<file path="config.mk">
export PLATFORM = sky130hd
export DESIGN_NAME = regfile_dump
export DESIGN_NICKNAME = d
export VERILOG_FILES = /design/src/rtl/regfile_dump.sv
export SDC_FILE = /design/constraint.sdc
export NUM_CORES = 1
export LEC_CHECK = 0
export ABC_AREA = 1
export CORE_UTILIZATION = 30
export CTS_CLUSTER_SIZE = 16
export DETAILED_ROUTE_END_ITERATION = 10
export GPL_TIMING_DRIVEN = 1
export PLACE_DENSITY = 0.61
export SLEW_MARGIN = 0
export SYNTH_ARGS = -nofsm -noshare
export SYNTH_HDL_FRONTEND = slang
export SYNTH_SLANG_ARGS = --single-unit
</file>
<file path="constraint.sdc">
create_clock -name clk -period 2.77 [get_ports clk]
set_clock_uncertainty 0.15 [all_clocks]
set_input_delay 0.554 -clock clk [delete_from_list [all_inputs] [get_ports clk]]
set_output_delay 0.554 -clock clk [all_outputs]
set_load 0.03 [all_outputs]
</file>
<file path="src/rtl/regfile_dump.sv">
// Debug/trace reader: walks the register file read port from low to high index and
// emits each captured register as an {index, data} record on a valid/ready stream.
module regfile_dump #(
  parameter int unsigned NUM_REGS  = 32,
  parameter int unsigned ADDR_W    = 5,
  parameter int unsigned DATA_W    = 32,
  parameter bit          SKIP_ZERO = 1'b0
) (
  input  logic              clk,
  input  logic              rst_n,
  input  logic              start,
  input  logic              abort,
  output logic [ADDR_W-1:0] rd_addr,
  input  logic [DATA_W-1:0] rd_data,
  output logic              out_valid,
  input  logic              out_ready,
  output logic [ADDR_W-1:0] out_idx,
  output logic [DATA_W-1:0] out_data,
  output logic              busy,
  output logic              done
);

  typedef enum logic [1:0] {StIdle, StLoad, StSend, StDone} state_e;

  localparam logic [ADDR_W-1:0] LastIdx  = ADDR_W'(NUM_REGS - 1);
  localparam logic [ADDR_W-1:0] FirstIdx = SKIP_ZERO ? ADDR_W'(1) : '0;

  state_e              state_q;
  logic [ADDR_W-1:0]   idx_q;
  logic                out_valid_q;
  logic [ADDR_W-1:0]   out_idx_q;
  logic [DATA_W-1:0]   out_data_q;

  always_ff @(posedge clk or negedge rst_n) begin
    if (!rst_n) begin
      state_q     <= StIdle;
      idx_q       <= '0;
      out_valid_q <= 1'b0;
      out_idx_q   <= '0;
      out_data_q  <= '0;
    end else begin
      unique case (state_q)
        StIdle: begin
          // abort is meaningless here; start alone decides
          if (start) begin
            idx_q   <= FirstIdx;
            state_q <= StLoad;
          end
        end
        StLoad: begin
          if (abort) begin
            state_q <= StIdle;
          end else begin
            out_data_q  <= rd_data;
            out_idx_q   <= idx_q;
            out_valid_q <= 1'b1;
            state_q     <= StSend;
          end
        end
        StSend: begin
          // abort takes priority over a handshake in the same cycle
          if (abort) begin
            out_valid_q <= 1'b0;
            state_q     <= StIdle;
          end else if (out_ready) begin
            out_valid_q <= 1'b0;
            if (idx_q == LastIdx) begin
              state_q <= StDone;
            end else begin
              idx_q   <= idx_q + ADDR_W'(1);
              state_q <= StLoad;
            end
          end
        end
        StDone: begin
          state_q <= StIdle;
        end
        default: begin
          state_q <= StIdle;
        end
      endcase
    end
  end

  assign rd_addr   = idx_q;
  assign out_valid = out_valid_q;
  assign out_idx   = out_idx_q;
  assign out_data  = out_data_q;
  assign busy      = (state_q == StLoad) || (state_q == StSend);
  assign done      = (state_q == StDone);

endmodule

</file>
==> reports/metrics.yaml <==
logic_synthesis:
  synthXorXnorAreaFrac_pct: 0
  ys_top_cells_by_area: "dfrtp_1 (53%), mux2_4 (25%), nand2_1 (5.3%), ha_1 (4.1%), buf_12 (3.8%)"
  syn_avg_cell_area_um2: 13.4
  ys_ff_latch: 45
  synth_nets: 203
  synth_top_area_share_pct: 52.9
  syn_area_um2: 2130
  synthCells: 159
  synth_fa_ha_area_share_pct: 4.11
  yosys_warnings: 0
  synth_top_family_by_area: "multiplexers"
  synth-compound-area-share_pct: 1.41
  ys_seq_area_share_pct: 52.9
  synth_top_area_cell: "dfrtp_1"
  synth-simple-area-share_pct: 9.64
  yosys.cell_types.count: 15
  muxShareOfSynthArea_pct: 25.4
clock_network:
  clock_path_buffers: 2
  worst_skew_pair.late_latency_ns: 0.28
  cts_buffers: 5
  root_buffer: "clkbuf_8"
  htreeDepth: 2
  cts.sinks: 45
  cts_tree: "done"
  clk_pin_slew_ns: 0.08
critical_path:
  path_class: "register to output pin"
  crit_fanout: 4
  endpoint_kind: "output pin"
  start_kind: "register"
  ff2ff_setup_slack_ns: 0.92
  crit_required_ns: 2.07
  cp.arrival_ns: 1.73
power_and_ir_drop:
  ir_drop_v: 0.000472
  switching_power_mw: 1.38
  power_frac_comb_pct: 56.9
  p_sw_share_pct: 39.7
  p_total_mw: 3.49
  seqPwrFrac_pct: 31.4
  p_int_mw: 2.10
  leakage_nw: 1.50
  p_clk_share_pct: 11.7
  pwr_density_cell_nw_per_um2: 1130
timing:
  fin_crit_sh_pct: 88.0
  whs_ns: 0.351
  fin_tns_setup_ns: 0
  fmax_ghz: 0.410
  hold_viol_final: 0
  worst_pin_slew_ns: 0.341
  min_period_ns: 2.44
  rsz0062_at_grt: "false"
  maxSlewViolCount: 0
  max_slew_margin_pct: 77.2
  report.final.setup_viol: 0
place:
  gp_congestion: 0.759
  dp_hpwl_um: 2880
  io_buffers: 81
die:
  start_util_pct: 31.2
  die_w_um: 86.3
  ios: 82
  die_h_um: 86.3
  core-area_um2: 6830
  core.rowCount: 30
  dieArea_um2: 7440
routing:
  wl_met3_um: 190
  viasPerCell: 4.08
  routed.top_layer: "met4"
  wirelength_um: 4060
  antenna_left: 0
  vias: 1401
  route.detailed.drc: 0
  met2RoutedLength_um: 1890
  drt-wirelength-per-cell_um: 11.8
  drtIter0Drc: 26
  drtPass1Iterations: 4
  m1WireLength_um: 1970
cells_and_area:
  nets: 290
  syn2layout_area_growth_pct: 45.5
  seq_area_um2: 1130
  diodes: 0
  multiInputGateArea_um2: 863
  drive_gt1_share_pct: 21.1
  fillCellCount: 654
global_route:
  grt_max_degree: 41
  antenna_found_initial: 0
  grt_pass1_wl_um: 6600
  grt_pass1_vias: 1369
  grt_usage_pct: 11.4
  overflow: 0
worst_hold_path:
  hp-class: "register to register"
outcome:
  status: "finished clean"
flow_run:
  cap_viol_max_count: 0
## metal layers
| layer | GRT usage, % | vias to the layer above |
|---|---|---|
| li1 | - | 690 |
| met1 | 15.5 | 668 |
| met2 | 17.9 | 41 |
| met3 | 2.76 | 2 |
| met4 | 3.64 | 0 |
| met5 | 0 | - |
## flip-flops by register name (all words and copies together), names as in the netlist
| register | cells |
|---|---|
| out_data | 32 |
| out_idx | 5 |
| out_valid | 1 |
| rd_addr | 5 |
| state_q | 2 |
## critical path: stages, from the launching register on
cell             delay, ns
dfrtp_1               0.41
inv_1                 0.10
ha_1                  0.28
clkdlybuf4s50_1       0.66
## power groups by stage
stage               Combinational, mW  Clock [mW]  Sequential (mW)
floorplan                       0.851           0             1.60
global placement                 1.98           0             1.11
detailed placement               2.00           0             1.10
CTS                              2.01       0.436             1.10
global route                     2.10       0.467             1.12
finish                           1.98       0.409             1.09
## kinds of logic after synthesis
| family | Yosys count |
|---|---|
| flip-flops | 45 |
| AND/OR/NAND/NOR | 47 |
| multiplexers | 36 |
| AO/OA/AOI/OAI | 6 |
| adder cells (fa/ha/maj) | 7 |
| buffers and inverters | 18 |
## final timing paths
check / startpoint / end / cells past startpoint
worst max register to register: rd_addr[0] / rd_addr[2] / 10
worst max-delay path: state_q[0] / busy / 3
worst min register to register: out_valid / out_valid / 2
max in group asynchronous: rst_n / out_data[5] / 3
min in group asynchronous: rst_n / out_data[24] / 2
worst min-delay path: out_valid / out_valid / 2
## cells in the mapped netlist (all sizes together)
library cell / count
buf: 5
dfrtp: 45
ha: 7
inv: 13
mux2: 36
nand2: 31
nand3: 2
nor2: 13
nor3b: 1
o21ai: 6
## what timing repair did
| action | 4_1_cts | 5_1_grt |
|---|---|---|
| hold buffers | 1 | 0 |
| gates resized for setup | 0 | 0 |
| buffers inserted | 0 | 0 |
| hold endpoints to repair | 1 | 0 |
## cells in the final DEF, fill, tap and decap left out, types with 5 or more instances in the layout
| cell type | count |
|---|---|
| clkbuf_8 | 5 |
| clkdlybuf4s50_1 | 80 |
| dfrtp_1 | 45 |
| ha_1 | 7 |
| inv_1 | 12 |
| mux2_4 | 36 |
| nand2_1 | 30 |
| nor2_1 | 11 |
| o21ai_0 | 5 |
## final cells by class
class | instances | area share (%)
multi-input combinational | 96 | 27.9
tap | 96 | 3.88
clock buffer | 5 | 2.22
timing repair buffer | 85 | 27.5
inverter | 13 | 1.57
sequential | 45 | 36.3
clock inverter | 3 | 0.686
## through the flow
step	cell area, µm²	cells	worst slack (ns)	util [%]
2_1_floorplan	2130	159	0.964	-
3_3_place_gp	3000	334	0.635	43.9
3_5_place_dp	3000	334	0.633	43.9
4_1_cts	3100	343	0.310	45.4
5_1_grt	3100	343	0.266	45.4
6_report	3100	343	0.334	45.4
No activity file was read; power rests on OpenSTA's default activity.
